File: src/rtl/ex_stage.sv
// MIPS32 execute stage: single-cycle ALU plus HI/LO write generation.
// DIV/DIVU use a multi-cycle restoring divider that stalls the pipeline.
module ex_stage #(
  parameter int DIV_CYCLES = 32
) (
  input  logic        clk,
  input  logic        rst,
  input  logic        flush,
  input  logic [7:0]  aluop_i,
  input  logic [2:0]  alusel_i,
  input  logic [31:0] reg1_i,
  input  logic [31:0] reg2_i,
  input  logic [4:0]  wd_i,
  input  logic        wreg_i,
  input  logic [31:0] link_addr_i,
  input  logic        is_in_delayslot_i,
  input  logic [31:0] inst_i,
  input  logic [31:0] hi_i,
  input  logic [31:0] lo_i,
  output logic [4:0]  wd_o,
  output logic        wreg_o,
  output logic [31:0] wdata_o,
  output logic        whilo_o,
  output logic [31:0] hi_o,
  output logic [31:0] lo_o,
  output logic        is_in_delayslot_o,
  output logic        stallreq
);

  localparam logic [2:0] SEL_LOGIC = 3'b001, SEL_SHIFT = 3'b010, SEL_MOVE = 3'b011,
                         SEL_ARITH = 3'b100, SEL_JB = 3'b110;
  localparam logic [7:0] OP_AND = 8'b00100100, OP_OR = 8'b00100101, OP_XOR = 8'b00100110,
                         OP_NOR = 8'b00100111, OP_SLL = 8'b01111100, OP_SRL = 8'b00000010,
                         OP_SRA = 8'b00000011, OP_ADDU = 8'b00100001, OP_SUBU = 8'b00100011,
                         OP_SLT = 8'b00101010, OP_SLTU = 8'b00101011, OP_MFHI = 8'b00010000,
                         OP_MTHI = 8'b00010001, OP_MFLO = 8'b00010010, OP_MTLO = 8'b00010011,
                         OP_DIV = 8'b00011010, OP_DIVU = 8'b00011011;
  localparam int CW = $clog2(DIV_CYCLES + 1);

  typedef enum logic [1:0] {S_IDLE, S_BUSY, S_DONE} div_state_t;

  div_state_t     state;
  logic [CW-1:0]  count;
  logic [31:0]    dvd, dvs, quo, rem;
  logic           neg_q, neg_r;

  logic        is_div, is_signed;
  logic [31:0] abs1, abs2, quo_final, rem_final;
  logic [32:0] trial;
  logic        unused_inst;

  assign unused_inst = ^inst_i;
  assign is_div      = (aluop_i == OP_DIV) || (aluop_i == OP_DIVU);
  assign is_signed   = (aluop_i == OP_DIV);
  assign abs1        = (is_signed && reg1_i[31]) ? -reg1_i : reg1_i;
  assign abs2        = (is_signed && reg2_i[31]) ? -reg2_i : reg2_i;
  assign trial       = {rem, dvd[31]};
  assign quo_final   = neg_q ? -quo : quo;
  assign rem_final   = neg_r ? -rem : rem;

  always_ff @(posedge clk or posedge rst) begin
    if (rst) begin
      state <= S_IDLE;
      count <= '0;
      dvd   <= '0;
      dvs   <= '0;
      quo   <= '0;
      rem   <= '0;
      neg_q <= 1'b0;
      neg_r <= 1'b0;
    end else if (flush) begin
      state <= S_IDLE;
      count <= '0;
    end else begin
      case (state)
        S_IDLE: begin
          if (is_div) begin
            dvd   <= abs1;
            dvs   <= abs2;
            count <= '0;
            if (reg2_i == 32'd0) begin
              // Divide by zero reports raw operands, so no sign fix-up applies
              quo   <= 32'hFFFF_FFFF;
              rem   <= reg1_i;
              neg_q <= 1'b0;
              neg_r <= 1'b0;
              state <= S_DONE;
            end else begin
              quo   <= '0;
              rem   <= '0;
              neg_q <= is_signed && (reg1_i[31] ^ reg2_i[31]);
              neg_r <= is_signed && reg1_i[31];
              state <= S_BUSY;
            end
          end
        end
        S_BUSY: begin
          if (trial >= {1'b0, dvs}) begin
            rem <= 32'(trial - {1'b0, dvs});
            quo <= {quo[30:0], 1'b1};
          end else begin
            rem <= trial[31:0];
            quo <= {quo[30:0], 1'b0};
          end
          dvd   <= {dvd[30:0], 1'b0};
          count <= count + CW'(1);
          if (count == CW'(DIV_CYCLES - 1)) state <= S_DONE;
        end
        S_DONE:  state <= S_IDLE;
        default: state <= S_IDLE;
      endcase
    end
  end

  always_comb begin
    wd_o              = '0;
    wreg_o            = 1'b0;
    wdata_o           = '0;
    whilo_o           = 1'b0;
    hi_o              = '0;
    lo_o              = '0;
    is_in_delayslot_o = 1'b0;
    stallreq          = 1'b0;
    if (!rst) begin
      wd_o              = wd_i;
      wreg_o            = wreg_i;
      is_in_delayslot_o = is_in_delayslot_i;
      case (alusel_i)
        SEL_LOGIC: case (aluop_i)
          OP_AND:  wdata_o = reg1_i & reg2_i;
          OP_OR:   wdata_o = reg1_i | reg2_i;
          OP_XOR:  wdata_o = reg1_i ^ reg2_i;
          OP_NOR:  wdata_o = ~(reg1_i | reg2_i);
          default: wdata_o = '0;
        endcase
        SEL_SHIFT: case (aluop_i)
          OP_SLL:  wdata_o = reg2_i << reg1_i[4:0];
          OP_SRL:  wdata_o = reg2_i >> reg1_i[4:0];
          OP_SRA:  wdata_o = $signed(reg2_i) >>> reg1_i[4:0];
          default: wdata_o = '0;
        endcase
        SEL_ARITH: case (aluop_i)
          OP_ADDU: wdata_o = reg1_i + reg2_i;
          OP_SUBU: wdata_o = reg1_i - reg2_i;
          OP_SLT:  wdata_o = {31'd0, $signed(reg1_i) < $signed(reg2_i)};
          OP_SLTU: wdata_o = {31'd0, reg1_i < reg2_i};
          default: wdata_o = '0;
        endcase
        SEL_MOVE: case (aluop_i)
          OP_MFHI: wdata_o = hi_i;
          OP_MFLO: wdata_o = lo_i;
          default: wdata_o = '0;
        endcase
        SEL_JB:  wdata_o = link_addr_i;
        default: wdata_o = '0;
      endcase
      if (!flush) begin
        stallreq = (state == S_BUSY) || (state == S_IDLE && is_div);
        if (state == S_DONE) begin
          whilo_o = 1'b1;
          hi_o    = rem_final;
          lo_o    = quo_final;
        end else if (aluop_i == OP_MTHI) begin
          whilo_o = 1'b1;
          hi_o    = reg1_i;
          lo_o    = lo_i;
        end else if (aluop_i == OP_MTLO) begin
          whilo_o = 1'b1;
          hi_o    = hi_i;
          lo_o    = reg1_i;
        end
      end
    end
  end

endmodule

File: config.mk
export PLATFORM = sky130hd
export DESIGN_NAME = ex_stage
export DESIGN_NICKNAME = d
export VERILOG_FILES = /design/src/rtl/ex_stage.sv
export SDC_FILE = /design/constraint.sdc
export NUM_CORES = 1
export LEC_CHECK = 0
export ABC_AREA = 1
export BUFFER_PORTS_ARGS = -buffer_cell sky130_fd_sc_hd__buf_2
export CAP_MARGIN = 10
export CORE_MARGIN = 10
export CORE_UTILIZATION = 30
export DETAILED_ROUTE_END_ITERATION = 8
export HOLD_SLACK_MARGIN = 0.15
export PLACE_DENSITY_LB_ADDON = 0.15
export SYNTH_ARGS = -nofsm -noshare
export SYNTH_HDL_FRONTEND = slang
export SYNTH_SLANG_ARGS = --single-unit
File: constraint.sdc
create_clock -name clk -period 6.1 [get_ports clk]
set_input_delay 0.915 -clock clk [delete_from_list [all_inputs] [get_ports clk]]
set_output_delay 0.915 -clock clk [all_outputs]
set_load 0.02 [all_outputs]
# Word level (Yosys, flattened, before mapping)
# Cells that the tools add are included.
[word_totals] register_bits=138 input_bits=213 out_inout_bits=105
[classes] n_addsub=8 magnitude_cmp=3 eq_ne=28 shift=3 n_mux=50 bitwise=6 reduce_logical=14
[ops] operator="two-way mux 32 bit" n=21
[ops] operator="one-hot mux 32 bit (2 select lines)" n=4
[ops] operator="one-hot mux 32 bit (4 select lines)" n=2
[ops] operator="one-hot mux 32 bit (5 select lines)" n=1
[ops] operator="negator 32 bit" n=4
[ops] operator="one-hot mux 32 bit (3 select lines)" n=1
[ops] operator="== test 8 x 6 -> 1 bit (second input constant)" n=8
[ops] operator="less-than comparator 32 bit" n=2
[ops] operator="subtractor 32 bit" n=2
[ops] operator="== test 8 x 5 -> 1 bit (second input constant)" n=6
[ops] operator="greater-or-equal comparator 33 x 32 -> 1 bit" n=1
[ops] operator="adder 32 bit" n=1
[ops] operator="AND 32 bit" n=1
[ops] operator="zero test 32 bit" n=1
[ops] operator="NOT 32 bit" n=1
[ops] operator="OR 32 bit" n=1
[ops] operator="left shift 32 x 5 -> 32 bit" n=1
[ops] operator=">> shifter 32 x 5 -> 32 bit" n=1
[ops] operator=">>> shifter 32 x 5 -> 32 bit" n=1
[ops] operator="bitwise XOR 32 bit" n=1
[ops] operator="== test 8 x 2 -> 1 bit (second input constant)" n=2
[ops] operator="two-way mux 1 bit" n=12
[ops] operator="two-way mux 6 bit" n=2
[ops] operator="one-hot mux 6 bit (2 select lines)" n=1
[ops] operator="other kinds (22)" n=34

# Logic depth before layout (Yosys ltp)
# Gate-level depths: netlist (run 1).
[depth] word_depth=6 depth_mapped=20 ltp_nobuf=17

# Least setup slack after synthesis (run 1)
# OpenSTA, ideal clock, no wires.
[synth_path] kind="input port to output port" startpoint="input port rst" endpoint="output port wdata_o[10]" arrival_time_ps=4401 required_time_ps=5185 path_slack_ps=784 path_stages=4 cell_sequence="clkbuf_1 inv_1 nand2_1 inv_1"
[synth_between] elab_chain_cells=1
[synth_rtl] item="start, declared" line_no="7" source="input logic rst,"
[synth_rtl] item="two-way mux 32 bit" line_no="124" source="if (!rst) begin"
[synth_rtl] item="end, declared" line_no="22" source="output logic [31:0] wdata_o,"
# Every way passes these cells.

# Worst setup path after layout (run 1)
[layout_path] startpoint="input port aluop_i[0]" endpoint="output port wdata_o[12]"
[layout_between] elab_chain_cells=4 elab_cells_between_ends=19 cone_classes="eq/ne (13); mux (6)"
[layout_rtl] item="start, declared" line_no="9" source="input logic [7:0] aluop_i,"
[layout_rtl] item="== test 8 x 6 -> 1 bit, or another cell as far along" line_no="142" source="SEL_ARITH: case (aluop_i)"
[layout_rtl] item="one-hot mux 32 bit (4 select lines), or another cell as far along" line_no="142"
[layout_rtl] item="one-hot mux 32 bit (5 select lines) *" line_no="128" source="case (alusel_i)"
[layout_rtl] item="two-way mux 32 bit *" line_no="124"
# Mark *: on every way between the ends. The rest lies on a longest branch, timed or not.

==> metrics.txt, run 1 <==
metal1 wirelength=62.2 mm; RR Endpoint=rem[23]$_DFFE_PP0P_; worst setup slack for register-to-register paths=2.20 ns; status=finished, final reports clean; Clock Sinks=138; CTS root buf=clkbuf_16; CTS tree=yes; Die Ht=308 µm; Clock Path Buffers=2; worst skew pair latency=0.45 ns; Area growth, synth to finish=11.3%; Total Wirelength=150 mm; Yosys top cell area share=19.2%; H-tree Lvls=4; CP arrival=roughly 4.3 ns; Tot GR Track Use=30.2%; Core Area=roughly 80000 µm²; crit end category=output pin; syn nets=just under 5000; Startpoint Class=input pin; FILL cells=9574; vias in the first global route=roughly 30000; highest routed layer=met5; die area=95000 µm²; setup bufs post-CTS=0; critical path cell sequence=buf_2 > inv_4 > nand2_2 > inv_1 > nand2_1 > inv_2 > nand2_1 > o21ai_0 > a22oi_1 > o21a_1 > nand3_1 > nand2_1 > inv_1 > buf_2; Syn Inst Count=about 4500; Via-to-Cell Ratio=5.72; asr flop ratio synth=between 90% and 100%; first-pass GRT wire length=~210 mm; TritonRoute pass-1 iters=6; Worst R2R Path Depth=12; Hold Fails Final Rpt=0; Unique masters post-synth=~60; final cell count without fillers=5770; Setup CP Type=in2out; WP data required=5.18 ns; antenna viol nets, final=0; skew final=slightly below 0.02 ns; CP peak stage delay=around 0.65 ns; max_cap viols=0; worst ir drop on vdd=~0.17 mV; area occupied by registers=3450 µm²; fin area=27700 µm²; area of the multi-input gates=18200 µm²; Via Count=32987; CTS Hold Bufs=0; largest net degree at the start of global routing=70; met3 routed WL=15.4 mm; initial antenna violation count=12; #FFs+latches synth=138; hold crit path type=reg2reg; Crit Path Max Fanout=26; Tightest Pin Transition=1.11 ns; Slew Limit Headroom=25.8%; Final Net Count=between 5000 and 6000; routability-driven placement congestion ratio=1.04; most used cell, CP=nand2_1; Post-Synthesis Cell Area=between 20000 and 25000 µm²; Remaining Overflow, GRT=0; Lkg Pwr=14.3 nW; fraction of the yosys area taken by sequential cells=13.9%; CTS-repair resized insts=0; Setup-failing EPs final=0; layout cells sized above 1=between 10% and 20%; placed cells=5735; PwrDens=about 260 nW/µm²; Iteration-0 DRC Markers=4466; ys flop type=dfrtp_1; mean post-synth cell area=5.48 µm²; CP bufs+invs=6; IO Count=318; worst r2r src=rem[11]$_DFFE_PP0P_; fin crit period=5.17 ns; Worst Hold End=dvd[21]$_DFFE_PP0P_; WL met2=63.3 mm; placed inst area=27100 µm²; clk slew on worst S/H paths=~0.070 ns; Tcrit/Tclk final=a little over four fifths; Min-Delay Path Depth=2; die width=308 µm; CP max-delay cell=o21ai_0; yosys warns=0; dpl hpwl=121 mm; hold path start=dvd[21]$_DFFE_PP0P_; drc violations=0; Fin Setup TNS=0 ns; FMAX=approximately 190 MHz; cts bufs inserted=17; Area contributors post-synth=nand2_1, dfrtp_1, nand3_1; number of flops mapped to enable cells by yosys=0; routed len/inst=26.1 µm; area leader, netlist=nand2_1; RSZ-0062 raised after global routing=no; Top delay family on crit path=buffers and inverters; Slew Viols, Final=0; row count=about 110; initial cell density of the core=30.3%; port bufs=285
## worst max path at each step
stage | startpoint | depth (start not counted) | slack, ns | endpoint
2_1_floorplan | rst | 4 | 0.78 | wdata_o[10]
3_3_place_gp | aluop_i[0] | 14 | 1.09 | wdata_o[12]
3_5_place_dp | aluop_i[0] | 14 | 1.10 | wdata_o[12]
4_1_cts | aluop_i[0] | 14 | 1.09 | wdata_o[12]
5_1_grt | aluop_i[0] | 14 | 1.0 | wdata_o[12]
6_report | aluop_i[0] | 14 | 0.93 | wdata_o[12]
## layout by cell type, fill, tap and decap left out, drive strengths merged, types with 2 or more instances in the layout
cell / n
o21bai: 13
a311oi: 6
ha: 136
a22oi: 16
a31oi: 9
o21ai: 323
nor4: 6
nand4: 49
o211ai: 33
clkinv: 11
clkinvlp: 2
nand3: 627
nor3: 67
inv: 590
o2111ai: 2
or2: 6
clkbuf: 19
o311ai: 3
a221oi: 25
a211oi: 6
nand3b: 21
dfrtp: 138
o22ai: 34
fa: 3
o221ai: 16
buf: 344
nor3b: 2
a21oi: 394
xor2: 56
o31ai: 6
and2: 11
xnor2: 12
and3: 9
diode: 3
nand2: 1282
nor2: 410
o21a: 6
## worst reg2reg max path, cell delays in order, from the launching register on
cell      delay [ns]
dfrtp_1         0.50
ha_1            0.38
nand2_1         0.14
inv_1           0.05
a21oi_1         0.33
nor2_1          0.09
o21bai_1        0.22
nand3_1         0.15
nand2_2         0.60
nand2_2         0.72
nand2_1         0.33
nand3_1         0.13
a21oi_1         0.17
## cells in the mapped netlist, types with 13 or more instances
master,n
a21oi_1,373
a21oi_2,20
a221oi_1,25
a22oi_1,16
buf_1,20
buf_2,77
buf_4,19
clkbuf_1,102
dfrtp_1,138
ha_1,136
inv_1,556
inv_2,29
nand2_1,1271
nand3_1,622
nand3b_1,20
nand4_1,47
nor2_1,386
nor2_4,15
nor3_1,57
o211ai_1,33
o21ai_0,304
o21ai_1,17
o21bai_1,13
o221ai_1,16
o22ai_1,34
xor2_1,56
## report_power, final
group / switching (W) / total [W] / internal (W)
registers: 0.000450 / 0.00170 / 0.00125
logic: 0.00300 / 0.00431 / 0.00130
clock network: 0.000498 / 0.00109 / 0.000595
total: 0.00395 / 0.00711 / 0.00315
## per-stage QoR
step           utilization, %  hold WS (ns)  power [W]  worst slack [ns]
2_1_floorplan               -         0.444    0.00446             0.784
4_1_cts                  33.7         0.482    0.00699              1.09
5_1_grt                  33.7         0.498    0.00766             0.998
3_5_place_dp             33.0         0.465    0.00588              1.10
3_3_place_gp             33.0         0.461    0.00589              1.09
6_report                 33.7         0.478    0.00711             0.933
## flip-flops by register name (all words and copies together) (netlist names)
register and flops:
count 6, neg_r 1, dvs 32, quo 32, state 2, rem 32
neg_q 1, dvd 32
## layer usage
| metal | vias up | GRT usage (%) |
|---|---|---|
| li1 | 15248 | - |
| met1 | 15377 | 40.3 |
| met2 | 1976 | 45.4 |
| met3 | 368 | 5.78 |
| met4 | 18 | 16.6 |
| met5 | - | 0 |
## cells by family after synthesis
logic type,Yosys count,share of synthesized area [%]
AOI/OAI and AO/OA,894,20.3
buffers and inverters,814,13.1
and+or+nand+nor,2491,43.3
xor gates and xnor gates,68,2.39
DFF,138,13.9
adders and majority gates,139,7.07
## cell type report
class | count | area share [%]
multi-input combinational | 3592 | 65.8
sequential | 138 | 12.5
inverter | 591 | 8.03
timing repair buffer | 344 | 6.79
tap | 1070 | 4.83
clock buffer | 19 | 1.63
clock inverter | 13 | 0.483
antenna | 3 | 0.0271
Note: power is estimated with default switching activity, not from simulation.
==> run 2: changes to the inputs <==
Settings changed: ABC_AREA 1 to 0.
Clock period 6.1 ns to 5.3 ns, I/O delays scaled along.
==> run 2 against run 1 <==
Register-to-register slack worse by 1.0 ns. Clock-buffer cell count fell by 2. Die area decreased by 14%. Flip-flop and latch count unchanged. Utilization is 2.2 points higher. Sequential power is 24% lower. Critical path type unchanged. Highest routed layer unchanged.
==> metrics.txt, run 2 <==
Setup-failing EPs final=0; Hold Fails Final Rpt=0; clk slew on worst S/H paths=0.07 ns; Tot Pwr=0.00493 W; hold crit path type=reg2reg; Core Area=70100 µm²; Slew Viols, Final=0; Via-to-Cell Ratio=6.12; Psw=roughly 0.0023 W; antenna viol nets, final=0; Tcrit/Tclk final=a little over nine tenths; met2 Track Usage GR=45.5%; FMAX=195 MHz; die area=81900 µm²; port bufs=between 200 and 300; row count=97; layout cells sized above 1=18.2%; cell-internal power=0.00267 W; largest net degree at the start of global routing=85; Fin Setup TNS=0 ns; RSZ-0062 raised after global routing=no; switching portion of total power=45.8%; Tot GR Track Use=30.5%; Area contributors post-synth=dfrtp_1, ha_1, o21ai_0; routed len/inst=30.9 µm; Hold Slack=approximately 0.48 ns; area of the multi-input gates=16400 µm²; worst ir drop on vdd=0.209 mV; Worst R2R Path Depth=12; Syn Inst Count=3006; CP arrival=4.35 ns; vias in the first global route=24481; Setup CP Type=in2out; CTS tree=yes; Lkg Pwr=10.6 nW; initial antenna violation count=6; Clock Path Buffers=2; die width=286 µm; most frequent cells in the layout=o21ai_0, nand2_1, a21oi_1; Iteration-0 DRC Markers=just under 3000; top-count cell post-synth=o21ai_0; number of flops mapped to enable cells by yosys=0; ys flop type=dfrtp_1; FILL cells=7729; PwrDens=196 nW/µm²; cts bufs inserted=17; routability-driven placement congestion ratio=approximately 1.0; Flop pwr share=between 20% and 30%; gr busiest metal=met2; Startpoint Class=input pin; Worst Hold End=dvd[22]$_DFFE_PP0P_; asr flop ratio synth=100%; Remaining Overflow, GRT=0; mean post-synth cell area=7.07 µm²; max_cap viols=0; Slew Limit Headroom=between 20 and 25%; syn nets=3358; Final Net Count=between 3000 and 4000; drc violations=0; area leader, netlist=dfrtp_1; Tightest Pin Transition=about 1.2 ns; WP data required=4.51 ns; first-pass GRT wire length=183 mm; Logic pwr share=48.7%; #FFs+latches synth=138; Clk pwr share=24.9%; yosys warns=0; H-tree Lvls=4; hold path start=dvd[22]$_DFFE_PP0P_; leading cell type in the layout, fill and taps excluded=o21ai_0; IO Count=318; Post-synth top cells=o21ai_0, nand2_1, a21oi_1, nor2_1, clkbuf_1; RR Endpoint=rem[10]$_DFFE_PP0P_; Area growth, synth to finish=18.5%; Total Wirelength=130 mm; met3 Use GR=6.06%; Unique masters post-synth=79; fin crit period=5.14 ns; met1 usage=a little over two fifths; Clock Sinks=138; CTS root buf=clkbuf_16; initial cell density of the core=30.3%; worst skew pair latency=around 0.46 ns; Yosys top cell area share=approximately 16%; crit end category=output pin; area occupied by registers=between 3000 and 4000 µm²; Min-Delay Path Depth=2; fraction of the yosys area taken by sequential cells=~16%; worst setup slack for register-to-register paths=1.20 ns; skew final=0.0140 ns; dpl hpwl=between 100 and 150 mm; Via Count=25790; worst r2r src=rem[2]$_DFFE_PP0P_; Post-Synthesis Cell Area=21300 µm²; status=finished, final reports clean; Crit Path Max Fanout=5; Die Ht=approximately 290 µm; TritonRoute pass-1 iters=8
[run 2: final cells by class]
cell class	instances	share of cell area [%]
Timing Repair Buffer	488	11.9
Clock buffer	17	1.69
Clock inverter	15	0.616
Tap cell	940	4.67
Multi-Input combinational cell	2475	65.2
Sequential cell	138	13.7
Inverter	140	2.11
Antenna cell	4	0.0397
[run 2: kinds of logic (layout without fill, tap and decap cells)]
| group | count (synthesis) | in the layout | synth area share (%) |
|---|---|---|---|
| adder cells (fa/ha/maj) | 139 | 139 | 8.29 |
| AND/OR/NAND/NOR | 850 | 850 | 18.2 |
| other | 0 | 4 | 0 |
| multiplexers | 138 | 138 | 7.80 |
| buffers and inverters | 393 | 660 | 7.01 |
| AO/OA/AOI/OAI | 1166 | 1166 | 35.0 |
| flip-flops | 138 | 138 | 16.2 |
| XOR/XNOR | 182 | 182 | 7.50 |
[run 2: repair_timing]
item / 4_1_cts / 5_1_grt
hold buffers: 0 / 0
resized for setup: 0 / 4
endpoints found under the setup margin: 0 / 4
buffers inserted: 0 / 0
[run 2: metal layers]
metal / routed length [µm] / vias up / part of all wire (%)
met5: 25 / - / 0.019
met4: 5780 / 4 / 4.4
met3: 11300 / 192 / 8.7
met2: 55100 / 1371 / 42
met1: 58200 / 12654 / 45
li1: - / 11569 / -
[run 2: stage by stage]
stage | setup slack, ns | area [µm²] | util [%] | cells
floorplan | 0.0477 | 21300 | - | 3006
global placement | 0.108 | 24600 | 35.0 | 4181
detailed placement | 0.114 | 24600 | 35.0 | 4181
CTS | 0.00620 | 25200 | 35.9 | 4213
global route | 0.0301 | 25200 | 35.9 | 4213
finish | 0.159 | 25200 | 35.9 | 4217
[run 2: worst max-delay path by stage]
stage	start	end
floorplan	reg1_i[3]	wdata_o[30]
detailed placement	reg1_i[0]	wdata_o[30]
CTS	rem[5]$_DFFE_PP0P_	hi_o[31]
finish	reg1_i[5]	wdata_o[30]
global route	reg1_i[0]	wdata_o[30]
global placement	reg1_i[7]	wdata_o[0]
[run 2: power by group through the flow]
stage | clock [W] | combinational, W | sequential, W
6_report | 0.00123 | 0.00240 | 0.00130
5_1_grt | 0.00131 | 0.00258 | 0.00132
4_1_cts | 0.00126 | 0.00235 | 0.00130
3_5_place_dp | 0 | 0.00233 | 0.00132
3_3_place_gp | 0 | 0.00234 | 0.00132
2_1_floorplan | 0 | 0.00144 | 0.00126
[run 2: critical path, stage by stage]
cell,delay (ns)
buf_2,0.23
inv_1,0.08
ha_1,0.40
o211ai_1,0.12
o21ai_1,0.45
o2111ai_2,0.24
o21ai_1,0.30
a31oi_1,0.18
o41ai_1,0.27
buf_4,0.17
o31ai_1,0.08
a31oi_1,0.34
buf_4,0.18
mux2i_1,0.20
o211ai_1,0.13
buf_2,0.18
